`config.mk`:
```
export PLATFORM = sky130hd
export DESIGN_NAME = br_ram_data_rd_pipe_flow
export DESIGN_NICKNAME = d
export VERILOG_FILES = /design/src/rtl/br_ram_data_rd_pipe_flow.sv
export SDC_FILE = /design/constraint.sdc
export NUM_CORES = 1
export LEC_CHECK = 0
export ABC_AREA = 1
export ABC_CLOCK_PERIOD_IN_PS = 1000
export CAP_MARGIN = 20
export CORE_MARGIN = 4
export CORE_UTILIZATION = 38
export CTS_BUF_LIST = sky130_fd_sc_hd__clkbuf_16
export CTS_CLUSTER_DIAMETER = 50
export DETAILED_ROUTE_END_ITERATION = 10
export GPL_TIMING_DRIVEN = 0
export PLACE_DENSITY = 0.71
export SKIP_CTS_REPAIR_TIMING = 1
export SYNTH_ARGS = -nofsm -noshare
export SYNTH_HDL_FRONTEND = slang
export SYNTH_SLANG_ARGS = --single-unit
```
`constraint.sdc`:
```
create_clock -name clk -period 1 [get_ports clk]
set_input_delay 0.3 -clock clk [delete_from_list [all_inputs] [get_ports clk]]
set_output_delay 0.3 -clock clk [all_outputs]
set_load 0.03 [all_outputs]
```
`src/rtl/br_ram_data_rd_pipe_flow.sv`:
```
// Tiled RAM read-data join (width then depth staging) into a credited in-order output FIFO.
// Latency DepthStages+WidthStages+1 tile-to-out_valid; out_ready backpressure, credits bound the FIFO.
module br_ram_data_rd_pipe_flow #(
    parameter int Width       = 1,
    parameter int DepthTiles  = 1,
    parameter int WidthTiles  = 1,
    parameter int DepthStages = 0,
    parameter int WidthStages = 0,
    parameter int BufferDepth = 2,
    localparam int TileWidth  = Width / WidthTiles,
    localparam int CW         = $clog2(BufferDepth + 1)
) (
    input  logic                                    clk,
    input  logic                                    rst,
    input  logic                                    rd_issue,
    output logic                                    rd_credit_avail,
    output logic [CW-1:0]                           credit_count,
    input  logic [DepthTiles*WidthTiles-1:0]        tile_valid,
    input  logic [DepthTiles*WidthTiles*TileWidth-1:0] tile_data,
    output logic                                    out_valid,
    input  logic                                    out_ready,
    output logic [Width-1:0]                        out_data,
    output logic                                    error_lockstep,
    output logic                                    error_multirow,
    output logic                                    error_overflow
);
    localparam int NT = DepthTiles * WidthTiles;
    localparam int PW = (BufferDepth > 1) ? $clog2(BufferDepth) : 1;

    // Width staging: tile t = row*WidthTiles + col, so each row's tiles form a contiguous Width slice.
    logic [WidthStages:0][NT-1:0]           wv;
    logic [WidthStages:0][NT*TileWidth-1:0] wd;
    assign wv[0] = tile_valid;
    assign wd[0] = tile_data;

    for (genvar s = 0; s < WidthStages; s++) begin : g_wstage
        logic [NT-1:0]           v_q;
        logic [NT*TileWidth-1:0] d_q;
        always_ff @(posedge clk or posedge rst) begin
            if (rst) v_q <= '0;
            else     v_q <= wv[s];
        end
        always_ff @(posedge clk) begin
            for (int t = 0; t < NT; t++) begin
                if (wv[s][t]) d_q[t*TileWidth +: TileWidth] <= wd[s][t*TileWidth +: TileWidth];
            end
        end
        assign wv[s+1] = v_q;
        assign wd[s+1] = d_q;
    end

    logic [DepthStages:0][DepthTiles-1:0]       rv;
    logic [DepthStages:0][DepthTiles*Width-1:0] rdat;
    for (genvar d = 0; d < DepthTiles; d++) begin : g_row
        assign rv[0][d] = |wv[WidthStages][d*WidthTiles +: WidthTiles];
    end
    assign rdat[0] = wd[WidthStages];

    for (genvar s = 0; s < DepthStages; s++) begin : g_dstage
        logic [DepthTiles-1:0]       v_q;
        logic [DepthTiles*Width-1:0] d_q;
        always_ff @(posedge clk or posedge rst) begin
            if (rst) v_q <= '0;
            else     v_q <= rv[s];
        end
        always_ff @(posedge clk) begin
            for (int d = 0; d < DepthTiles; d++) begin
                if (rv[s][d]) d_q[d*Width +: Width] <= rdat[s][d*Width +: Width];
            end
        end
        assign rv[s+1]   = v_q;
        assign rdat[s+1] = d_q;
    end

    logic             join_vld;
    logic [Width-1:0] join_dat;
    always_comb begin
        join_vld = |rv[DepthStages];
        join_dat = '0;
        for (int d = DepthTiles - 1; d >= 0; d--) begin
            if (rv[DepthStages][d]) join_dat = rdat[DepthStages][d*Width +: Width];
        end
    end

    logic                  lock_bad, multi_bad, row_seen;
    logic [WidthTiles-1:0] row_v;
    always_comb begin
        lock_bad  = 1'b0;
        multi_bad = 1'b0;
        row_seen  = 1'b0;
        row_v     = '0;
        for (int d = 0; d < DepthTiles; d++) begin
            row_v = tile_valid[d*WidthTiles +: WidthTiles];
            if (row_v != '0 && row_v != '1) lock_bad = 1'b1;
            if (row_v != '0) begin
                if (row_seen) multi_bad = 1'b1;
                row_seen = 1'b1;
            end
        end
    end

    logic [Width-1:0] mem [BufferDepth];
    logic [PW-1:0]    wr_ptr_q, wr_ptr_d, rd_ptr_q, rd_ptr_d;
    logic [CW-1:0]    count_q, count_d, credit_q, credit_d;
    logic             full, push, pop, ovf;

    function automatic logic [PW-1:0] ptr_inc(input logic [PW-1:0] p);
        return (p == PW'(BufferDepth - 1)) ? '0 : p + 1'b1;
    endfunction

    assign full      = (count_q == CW'(BufferDepth));
    assign out_valid = (count_q != '0);
    assign pop       = out_valid && out_ready;
    // A pop in the same cycle frees the slot, so a full FIFO still accepts the write.
    assign push      = join_vld && (!full || pop);
    assign ovf       = (rd_issue && credit_q == '0 && !pop) || (join_vld && full && !pop);
    assign out_data  = mem[rd_ptr_q];

    always_comb begin
        wr_ptr_d = push ? ptr_inc(wr_ptr_q) : wr_ptr_q;
        rd_ptr_d = pop  ? ptr_inc(rd_ptr_q) : rd_ptr_q;
        count_d  = count_q;
        if (push && !pop) count_d = count_q + 1'b1;
        if (pop && !push) count_d = count_q - 1'b1;
        credit_d = credit_q;
        if (rd_issue && !pop && credit_q != '0)            credit_d = credit_q - 1'b1;
        if (pop && !rd_issue && credit_q != CW'(BufferDepth)) credit_d = credit_q + 1'b1;
    end

    always_ff @(posedge clk) begin
        if (push) mem[wr_ptr_q] <= join_dat;
    end

    always_ff @(posedge clk or posedge rst) begin
        if (rst) begin
            wr_ptr_q       <= '0;
            rd_ptr_q       <= '0;
            count_q        <= '0;
            credit_q       <= CW'(BufferDepth);
            error_lockstep <= 1'b0;
            error_multirow <= 1'b0;
            error_overflow <= 1'b0;
        end else begin
            wr_ptr_q       <= wr_ptr_d;
            rd_ptr_q       <= rd_ptr_d;
            count_q        <= count_d;
            credit_q       <= credit_d;
            error_lockstep <= error_lockstep | lock_bad;
            error_multirow <= error_multirow | multi_bad;
            error_overflow <= error_overflow | ovf;
        end
    end

    assign credit_count    = credit_q;
    assign rd_credit_avail = (credit_q != '0);
endmodule

```
==> summary.md, run 1 <==
| Metric | Value |
|---|---|
| Number of global-route vias before repair | `428` |
| Synth top area cells | `dfrtp_1 (29%), nand2_1 (14%), edfxtp_1 (12%)` |
| Antenna violations before repair | `0` |
| Cell Pwr Density | `3450 mW/mm^2` |
| CTS Buffer Depth | `2` |
| Cts bufs inserted | `3` |
| ANT cells | `0` |
| Core ar. | `0.00128 mm^2` |
| Register area share after synthesis | `45.7%` |
| Largest net degree at the start of global routing | `8` |
| Nets | `103` |
| Area after DPL | `671 um^2` |
| Port buffer count | `11` |
| Arrival time of the worst setup path | `1040 ps` |
| Avg Synthesized Cell Area | `7.97 um^2` |
| Rows | `13` |
| CP startpoint kind | `flip-flop` |
| Static leakage | `0.000503 uW` |
| P&R area growth vs syn | `80.2%` |
| Synth top area share | `29.0%` |
| Clk sink count | `9` |
| Worst-Margin Slew | `537 ps` |
| Die H | `44.9 um` |
| DR iter-0 viols | `5` |
| Detailed Place HPWL | `774 um` |
| # setup viols final | `15` |
| CTS tree | `done` |
| Cells after Synth | `65` |
| Non-Filler Instances | `111` |
| Worst-path clk slew | `40 ps` |
| Share of layout cells above drive strength 1 | `46.9%` |
| GRT overflow | `0` |
| Leading area contributor after synthesis | `dfrtp_1` |
| Initial Util | `40.3%` |
| Setup Skew | `1.09 ps` |
| Worst skew pair latency | `230 ps` |
| CP Max Fanout | `4` |
| Final Total Pwr | `3220 uW` |
| WP data required | `700 ps` |
| Via/cell ratio | `4.81` |
| IO Pins | `14` |
| Register bit total from synthesis | `9` |
| Status | `complete, but fails checks` |
| Die Wd | `44.9 um` |
| Routability cong. | `0.672` |
| Final hold vios | `0` |
| Setup total negative slack | `-2820 ps` |
| GR Util All Layers | `11.7%` |
| Drt wl/cell | `13.0 um` |
| Root Buffer | `clkbuf_16` |
| Antenna Nets Post-Route | `0` |
| Drt first pass iters | `4` |
| Full die area | `0.00202 mm^2` |
| Detailed-route wire length | `1440 um` |
| Post-route cell area | `933 um^2` |
| Count of different cell masters after synthesis | `16` |
| CP endpoint kind | `output pin` |
| Via count | `534` |
| Synth Cell Area | `518 um^2` |
| RSZ-0062 raised after global routing | `yes` |
| CTS H-tree lvls | `1` |
| DRC | `0` |
| Max Fclk | `0.747 GHz` |
| Util after Layout | `72.6%` |
| Syn. warnings | `0` |
| Failing checks | `negative setup slack` |
| VDD IR-drop max | `1.69 mV` |
| First-pass GRT wire length | `1640 um` |
| Final worst slack | `-338 ps` |
| Final Cycle Share | `134%` |
| Slew HR | `64.1%` |
| Post-layout min period | `1340 ps` |
| Hold Crit Class | `input port to asynchronous set/reset pin` |
| Critical path class | `flip-flop to output pin` |
| Cells after DPL | `92` |
| Max Slew Vio Count | `0` |
| Max-cap violations | `0` |
worst max-delay path: stages, from the launching register on:
cell and delay, ps:
dfstp_2 560, inv_2 60, nand2_4 60, buf_6 120
sequential cells by signal, indices dropped and copies added, names as in the netlist:
name / flops
rd_ptr_q: 1
mem: 2
count_q: 2
wr_ptr_q: 1
error_overflow: 1
credit_count: 2
cell families after synthesis:
logic type / synth area share (%)
DFF: 45.7
buffers and inverters: 10.9
AOI/OAI and AO/OA: 3.14
and+or+nand+nor: 36.2
xor gates and xnor gates: 3.38
other: 0.724
Yosys cell counts:
| cell type | count |
|---|---|
| nand2_1 | 19 |
| inv_1 | 10 |
| nand3_1 | 9 |
| dfrtp_1 | 6 |
| nor2_1 | 4 |
| nand2_4 | 3 |
| buf_4 | 2 |
| edfxtp_1 | 2 |
| nand4_1 | 2 |
| xor2_1 | 2 |
| conb_1 | 1 |
| dfstp_2 | 1 |
| inv_2 | 1 |
| nand3_2 | 1 |
| o21ai_2 | 1 |
| o31ai_1 | 1 |
cells in the final DEF, fill, tap and decap left out, types with 3 or more instances in the layout:
| cell | n |
|---|---|
| buf_4 | 12 |
| buf_6 | 10 |
| clkbuf_16 | 3 |
| dfrtp_1 | 6 |
| dlymetal6s2s_1 | 3 |
| inv_1 | 8 |
| inv_2 | 4 |
| nand2_1 | 14 |
| nand2_2 | 3 |
| nand2_4 | 5 |
| nand3_1 | 7 |
| nor2_1 | 3 |
path summary, 6_finish.rpt:
kind,slack (ps),start,depth (start not counted),to
max in group asynchronous,420,rst,2,credit_count[1]$_DFFE_PP1P_
worst min-delay path,310,rst,2,rd_ptr_q$_DFFE_PP0N_
worst max register to register,-240,count_q[0]$_DFFE_PP0P_,9,count_q[1]$_DFFE_PP0P_
worst min register to register,480,error_overflow$_DFF_PP0_,2,error_overflow$_DFF_PP0_
worst max-delay path,-340,credit_count[1]$_DFFE_PP1P_,3,rd_credit_avail
min in group clk,480,error_overflow$_DFF_PP0_,2,error_overflow$_DFF_PP0_
final cells by class:
class | instances | area, um^2
Fill cell | 101 | 352
Multi-Input combinational cell | 44 | 293
Timing Repair Buffer | 26 | 250
Sequential cell | 9 | 236
Clock buffer | 3 | 75.1
Inverter | 11 | 41.3
Tap cell | 15 | 18.8
Buffer | 2 | 15.0
Clock inverter | 1 | 3.75
metal layers:
layer,share of wire [%],wire length [um],GRT usage [%]
met1,37,530,12.4
met5,0,0,0
met4,3.7,53,10.5
met3,5.0,72,3.59
met2,54,784,18.4
where the power goes:
part / leakage (uW) / internal (uW) / switching, uW / total [uW]
registers: 0.0000979 / 540 / 129 / 669
logic: 0.000363 / 895 / 962 / 1860
clock network: 0.0000423 / 522 / 174 / 697
through the flow:
step | setup slack, ps | hold slack (ps)
after floorplan | -126 | 103
after global placement | -632 | 446
after detailed placement | -644 | 451
after CTS | -901 | 318
after global routing | -368 | 348
final | -338 | 306
Note: power is estimated with default switching activity, not from simulation.
==> run 2: changes to the inputs <==
--- a/config.mk
+++ b/config.mk
@@ -8,7 +8,7 @@
 export ABC_AREA = 1
 export ABC_CLOCK_PERIOD_IN_PS = 1000
 export CAP_MARGIN = 20
-export CORE_MARGIN = 4
+export CORE_MARGIN = 2
 export CORE_UTILIZATION = 38
 export CTS_BUF_LIST = sky130_fd_sc_hd__clkbuf_16
 export CTS_CLUSTER_DIAMETER = 50
==> run 2 against run 1 <==
Against the previous run: via count shrank 10%; sequential power shrank 4.0%; sequential cell count is the same; die area shrank 17%; clock-buffer cell count is the same; power shrank 6.3%; clock power is essentially flat; clock skew is essentially flat; cell count shrank 6.3%; the run still ends with negative setup slack left; sequential share of layout area grew 1.3 points; cell area shrank 5.0%; register-to-register slack gained 50 ps.
==> summary.md, run 2 (synthesized netlist as in run 1, its figures left out) <==
| Metric | Value |
|---|---|
| CTS Buffer Depth | `2 (unchanged)` |
| Cell Pwr Density | `3410 mW/mm^2 (was 3450 mW/mm^2)` |
| Port buffer count | `11 (unchanged)` |
| R2r worst-path depth | `8 (was 9)` |
| Core ar. | `0.00128 mm^2 (unchanged)` |
| Static leakage | `0.000461 uW (was 0.000503 uW)` |
| Worst setup path startpoint | `credit_count[1]$_DFFE_PP1P_ (unchanged)` |
| Worst-path clk slew | `40 ps (about the same)` |
| Setup total negative slack | `-2680 ps (was -2820 ps)` |
| Worst-Margin Slew | `559 ps (was 537 ps)` |
| Full die area | `0.00167 mm^2 (was 0.00202 mm^2)` |
| Status | `complete, but fails checks (unchanged)` |
| Largest net degree at the start of global routing | `8 (unchanged)` |
| Final worst slack | `-355 ps (was -338 ps)` |
| Max Fclk | `0.738 GHz (was 0.747 GHz)` |
| Via count | `478 (was 534)` |
| RR Endpoint | `credit_count[0]$_DFFE_PP0P_ (was count_q[1]$_DFFE_PP0P_)` |
| CP endpoint kind | `output pin (unchanged)` |
| Most common cell after layout, fill and taps aside | `nand2_1 (unchanged)` |
| Share of layout cells above drive strength 1 | `42.7% (was 46.9%)` |
| Post-layout min period | `1350 ps (was 1340 ps)` |
| Detailed-route wire length | `1200 um (was 1440 um)` |
| Max-cap violations | `0 (unchanged)` |
| First-pass GRT wire length | `1620 um (was 1640 um)` |
| Arrival time of the worst setup path | `1050 ps (was 1040 ps)` |
| ANT cells | `0 (unchanged)` |
| Drt first pass iters | `3 (was 4)` |
| Die Wd | `40.9 um (was 44.9 um)` |
| IO Pins | `14 (unchanged)` |
| Root Buffer | `clkbuf_16 (unchanged)` |
| Number of global-route vias before repair | `405 (was 428)` |
| # setup viols final | `15 (unchanged)` |
| Antenna violations before repair | `0 (unchanged)` |
| P&R area growth vs syn | `71.3% (was 80.2%)` |
| R2r setup slk | `-190 ps (was -240 ps)` |
| Drt wl/cell | `11.6 um (was 13.0 um)` |
| WP data required | `700 ps (about the same)` |
| Routability cong. | `0.741 (was 0.672)` |
| Slew HR | `62.7% (was 64.1%)` |
| Cts bufs inserted | `3 (unchanged)` |
| Worst r2r src | `count_q[0]$_DFFE_PP0P_ (unchanged)` |
| Antenna Nets Post-Route | `0 (unchanged)` |
| VDD IR-drop max | `2.13 mV (was 1.69 mV)` |
| Clk sink count | `9 (unchanged)` |
| Critical Path End | `rd_credit_avail (unchanged)` |
| GR Util All Layers | `16.1% (was 11.7%)` |
| Worst skew pair latency | `230 ps (about the same)` |
| Setup Skew | `1.29 ps (was 1.09 ps)` |
| CTS H-tree lvls | `1 (unchanged)` |
| Via/cell ratio | `4.60 (was 4.81)` |
| DRC | `0 (unchanged)` |
| RSZ-0062 raised after global routing | `yes (unchanged)` |
| Max Slew Vio Count | `0 (unchanged)` |
| Die H | `40.9 um (was 44.9 um)` |
| CP Max Fanout | `5 (was 4)` |
| Rows | `13 (unchanged)` |
| CTS tree | `done (unchanged)` |
| # fillers | `102 (was 101)` |
| CP startpoint kind | `flip-flop (unchanged)` |
| Initial Util | `40.3% (unchanged)` |
| Final Total Pwr | `3020 uW (was 3220 uW)` |
| Final Cycle Share | `135% (was 134%)` |
| Final hold slack | `310 ps (was 306 ps)` |
| Hold Crit Class | `input port to asynchronous set/reset pin (unchanged)` |
| DR iter-0 viols | `13 (was 5)` |
| Critical path class | `flip-flop to output pin (unchanged)` |
| Detailed Place HPWL | `728 um (was 774 um)` |
| Nets | `96 (was 103)` |
| Failing checks | `negative setup slack (unchanged)` |
| GRT overflow | `0 (unchanged)` |
| Final hold vios | `0 (unchanged)` |
| Commonest cells after routing, fill and taps aside | `nand2_1 (16), buf_6 (9), inv_1 (8) (was nand2_1 (14), buf_4 (12), buf_6 (10))` |
==> run 2: cell count changes in the layout (fill, tap and decap cells not counted), sizes merged <==
| cell | previous run | this run |
|---|---|---|
| dlymetal6s2s | 3 | 2 |
| clkdlybuf4s50 | 2 | 3 |
| buf | 23 | 16 |
==> run 2: metal layers <==
metal | track usage (%) | up-vias | wire (um)
li1 | - | 247 | -
met1 | 17.2 | 219 | 490
met2 | 25.0 | 12 | 647
met3 | 9.78 | 0 | 66
met4 | 7.50 | 0 | 0
met5 | 0 | - | 0
==> run 2: through the flow <==
stage / worst slack (ps) / area [um^2] / instances / util, %
finish: -355 / 887 / 104 / 69.0
CTS: -889 / 749 / 96 / 58.3
global placement: -635 / 671 / 92 / 52.2
global route: -385 / 887 / 104 / 69.0
floorplan: -126 / 542 / 66 / -
detailed placement: -635 / 671 / 92 / 52.2
==> run 2: final cells by class <==
| cell class | instances | area, um^2 | area share (%) |
|---|---|---|---|
| buffer | 2 | 15.0 | 1.69 |
| clock buffer | 3 | 75.1 | 8.46 |
| clock inverter | 1 | 3.75 | 0.423 |
| inverter | 11 | 41.3 | 4.65 |
| multi-input combinational | 44 | 305 | 34.4 |
| sequential | 9 | 236 | 26.7 |
| tap | 15 | 18.8 | 2.12 |
| timing repair buffer | 19 | 191 | 21.6 |
==> run 2: power by group <==
group,internal (uW),switching [uW],total (uW)
registers,540,103,642
clock network,522,174,697
logic,748,935,1680
total,1810,1210,3020
==> run 2: worst max-delay path, cell delays in order, from the launching register on <==
cell and delay, ps:
dfstp_2 570, inv_2 60, nand2_4 70, buf_6 130
==> run 2: worst min path at each step <==
| stage | cells past startpoint | startpoint | endpoint |
|---|---|---|---|
| 4_1_cts | 2 | rst | count_q[1]$_DFFE_PP0P_ |
| 6_report | 2 | rst | wr_ptr_q$_DFFE_PP0N_ |
| 5_1_grt | 2 | rst | credit_count[0]$_DFFE_PP0P_ |
| 3_3_place_gp | 2 | error_overflow$_DFF_PP0_ | error_overflow$_DFF_PP0_ |
| 2_1_floorplan | 1 | rst | count_q[0]$_DFFE_PP0P_ |
| 3_5_place_dp | 2 | error_overflow$_DFF_PP0_ | error_overflow$_DFF_PP0_ |
==> run 3: changes to the inputs <==
--- a/config.mk
+++ b/config.mk
@@ -6,7 +6,7 @@
 export NUM_CORES = 1
 export LEC_CHECK = 0
 export ABC_AREA = 1
-export ABC_CLOCK_PERIOD_IN_PS = 1000
+export ABC_CLOCK_PERIOD_IN_PS = 1400
 export CAP_MARGIN = 20
 export CORE_MARGIN = 2
 export CORE_UTILIZATION = 38
@@ -14,7 +14,7 @@
 export CTS_CLUSTER_DIAMETER = 50
 export DETAILED_ROUTE_END_ITERATION = 10
 export GPL_TIMING_DRIVEN = 0
-export PLACE_DENSITY = 0.71
+export PLACE_DENSITY = 0.68
 export SKIP_CTS_REPAIR_TIMING = 1
 export SYNTH_ARGS = -nofsm -noshare
 export SYNTH_HDL_FRONTEND = slang
==> constraint.sdc (replaced) <==
create_clock -name clk -period 1.4 [get_ports clk]
set_input_delay 0.42 -clock clk [delete_from_list [all_inputs] [get_ports clk]]
set_output_delay 0.42 -clock clk [all_outputs]
set_load 0.03 [all_outputs]
==> run 3 against run 2 <==
Against the previous run: the run still ends with negative setup slack left; clock power fell by 28%; combinational power fell by 50%; sequential share of layout area up 4.6 points; non-clock buffer count shrank 6; clock skew fell by 0.84 ps; first-iteration DRC count decreased by 38%; largest power group unchanged.
==> summary.md, run 3 (synthesized netlist as in run 1, its figures left out) <==
| Metric | Value |
|---|---|
| Status | `complete, but fails checks (unchanged)` |
| Failing checks | `negative setup slack (unchanged)` |
| Detailed Place HPWL | `767 um (was 728 um)` |
| Die H | `40.9 um (unchanged)` |
| WP data required | `980 ps (was 700 ps)` |
| Root Buffer | `clkbuf_16 (unchanged)` |
| Slowest-stage cell, CP | `dfstp_2 (unchanged)` |
| Core ar. | `0.00128 mm^2 (unchanged)` |
| Worst r2r src | `count_q[1]$_DFFE_PP0P_ (was count_q[0]$_DFFE_PP0P_)` |
| P&R area growth vs syn | `46.1% (was 71.3%)` |
| Clk sink count | `9 (unchanged)` |
| Hold Crit Class | `input port to asynchronous set/reset pin (unchanged)` |
| Setup total negative slack | `-241 ps (was -2680 ps)` |
| # fillers | `122 (was 102)` |
| CP Max Fanout | `5 (unchanged)` |
| Clock power frac | `27.6% (was 23.1%)` |
| Max Slew Vio Count | `0 (unchanged)` |
| Max Fclk | `0.659 GHz` |
| Via/cell ratio | `4.62 (was 4.60)` |
| RR Endpoint | `count_q[0]$_DFFE_PP0P_ (was credit_count[0]$_DFFE_PP0P_)` |
| Reg area | `236 um^2 (unchanged)` |
| Worst Path Buf+Inv | `1 (was 2)` |
| Share of layout cells above drive strength 1 | `25.3% (was 42.7%)` |
| Nets | `90 (was 96)` |
| Final worst slack | `-117 ps (was -355 ps)` |
| CP peak stage delay | `560 ps (was 570 ps)` |
| RSZ-0062 raised after global routing | `yes (unchanged)` |
| Crit-path cells | `dlymetal6s2s_1 (was inv_2 -> nand2_4 -> buf_6)` |
| Drt first pass iters | `4 (was 3)` |
| Antenna Nets Post-Route | `0 (unchanged)` |
| Final Cycle Share | `108%` |
| Cells after DPL | `92 (unchanged)` |
| R2r worst-path depth | `7 (was 8)` |
| CP startpoint kind | `flip-flop (unchanged)` |
| Die Wd | `40.9 um (unchanged)` |
| IO Pins | `14 (unchanged)` |
| Max-cap violations | `0 (unchanged)` |
| Detailed-route wire length | `1070 um (was 1200 um)` |
| Non-Filler Instances | `98 (was 104)` |
| Rows | `13 (unchanged)` |
| Largest net degree at the start of global routing | `8 (unchanged)` |
| Comb power frac | `46.4% (was 55.7%)` |
| Commonest cells after routing, fill and taps aside | `nand2_1 (18), inv_1 (9), nand3_1 (9) (was nand2_1 (16), buf_6 (9), inv_1 (8))` |
| Static leakage | `0.000421 uW (was 0.000461 uW)` |
| Multi-input logic area | `231 um^2 (was 305 um^2)` |
| Arrival time of the worst setup path | `1100 ps (was 1050 ps)` |
| DR iter-0 viols | `8 (was 13)` |
| CTS H-tree lvls | `1 (unchanged)` |
| First-pass GRT wire length | `1490 um (was 1620 um)` |
| R2r setup slk | `170 ps (was -190 ps)` |
| Setup Skew | `0.452 ps (was 1.29 ps)` |
| Worst skew pair latency | `230 ps (about the same)` |
| Number of global-route vias before repair | `350 (was 405)` |
| DRC | `0 (unchanged)` |
| # setup viols final | `3 (was 15)` |
| Cell Pwr Density | `2390 mW/mm^2 (was 3410 mW/mm^2)` |
| GRT overflow | `0 (unchanged)` |
| ANT cells | `0 (unchanged)` |
| Drt wl/cell | `10.9 um (was 11.6 um)` |
| Net switching power | `724 uW (was 1210 uW)` |
| CTS Buffer Depth | `2 (unchanged)` |
| CTS tree | `done (unchanged)` |
| Final Total Pwr | `1810 uW (was 3020 uW)` |
| CP endpoint kind | `output pin (unchanged)` |
| Cts bufs inserted | `3 (unchanged)` |
| Port buffer count | `11 (unchanged)` |
| Cell family with most CP delay | `flip-flops (unchanged)` |
| P_int | `1090 uW (was 1810 uW)` |
| Switching fraction of total power | `40.0% (was 40.1%)` |
| Routability cong. | `0.718 (was 0.741)` |
| Seq pwr share | `26.0% (was 21.3%)` |
| Critical path class | `flip-flop to output pin (unchanged)` |
| Most common cell after layout, fill and taps aside | `nand2_1 (unchanged)` |
| Via count | `453 (was 478)` |
| VDD IR-drop max | `1.01 mV (was 2.13 mV)` |
| GR Util All Layers | `14.7% (was 16.1%)` |
| Worst-path clk slew | `40 ps (about the same)` |
| Util after Layout | `58.9% (was 69.0%)` |
| Dpl ws | `-415 ps (was -635 ps)` |
| Final hold vios | `0 (unchanged)` |
| Full die area | `0.00167 mm^2 (unchanged)` |
| Antenna violations before repair | `0 (unchanged)` |
| Initial Util | `40.3% (unchanged)` |
| Post-layout min period | `1520 ps` |
==> run 3: cell types whose count changed in the layout (fill, tap and decap cells not counted), moves of 2 or more <==
cell and delta:
nand3_1 +5, buf_6 -6, nand3_2 -3, buf_4 -2, dlymetal6s2s_1 +2, nand3_4 -2
inv_2 -2, nand2_1 +2
==> run 3: cell type report <==
| class | count | share of cell area (%) |
|---|---|---|
| plain buffers | 2 | 1.98 |
| clock buffers | 3 | 9.92 |
| clock inverters | 1 | 0.661 |
| inverters | 11 | 5.45 |
| multi-input cells | 44 | 30.6 |
| flip-flops and latches | 9 | 31.2 |
| well taps | 15 | 2.48 |
| repair buffers | 13 | 17.7 |
==> run 3: power by group through the flow <==
| stage | Sequential [uW] | Combinational (uW) | Clock (uW) |
|---|---|---|---|
| finish | 471 | 840 | 501 |
| global route | 482 | 932 | 528 |
| CTS | 468 | 781 | 512 |
| detailed placement | 472 | 774 | 0 |
| global placement | 466 | 757 | 0 |
| floorplan | 510 | 484 | 0 |
==> run 3: worst max path at each step <==
stage / slack [ps] / cells past startpoint / endpoint / startpoint
floorplan: 20 / 2 / rd_credit_avail / credit_count[1]$_DFFE_PP1P_
global placement: -400 / 3 / rd_credit_avail / credit_count[1]$_DFFE_PP1P_
detailed placement: -420 / 3 / rd_credit_avail / credit_count[1]$_DFFE_PP1P_
CTS: -670 / 3 / rd_credit_avail / credit_count[1]$_DFFE_PP1P_
global route: -150 / 3 / rd_credit_avail / credit_count[1]$_DFFE_PP1P_
finish: -120 / 1 / credit_count[1] / credit_count[1]$_DFFE_PP1P_
==> run 3: metrics by stage <==
stage / cell area [um^2] / hold WS [ps]
2_1_floorplan: 522 / 223
3_3_place_gp: 651 / 455
3_5_place_dp: 651 / 467
4_1_cts: 731 / 464
5_1_grt: 757 / 493
6_report: 757 / 437
==> run 3: layer usage <==
| layer | track usage (%) | vias to the layer above | routed length, um |
|---|---|---|---|
| li1 | - | 235 | - |
| met1 | 18.7 | 209 | 448 |
| met2 | 20.7 | 9 | 570 |
| met3 | 4.89 | 0 | 45 |
| met4 | 10.0 | 0 | 0 |
| met5 | 0 | - | 0 |
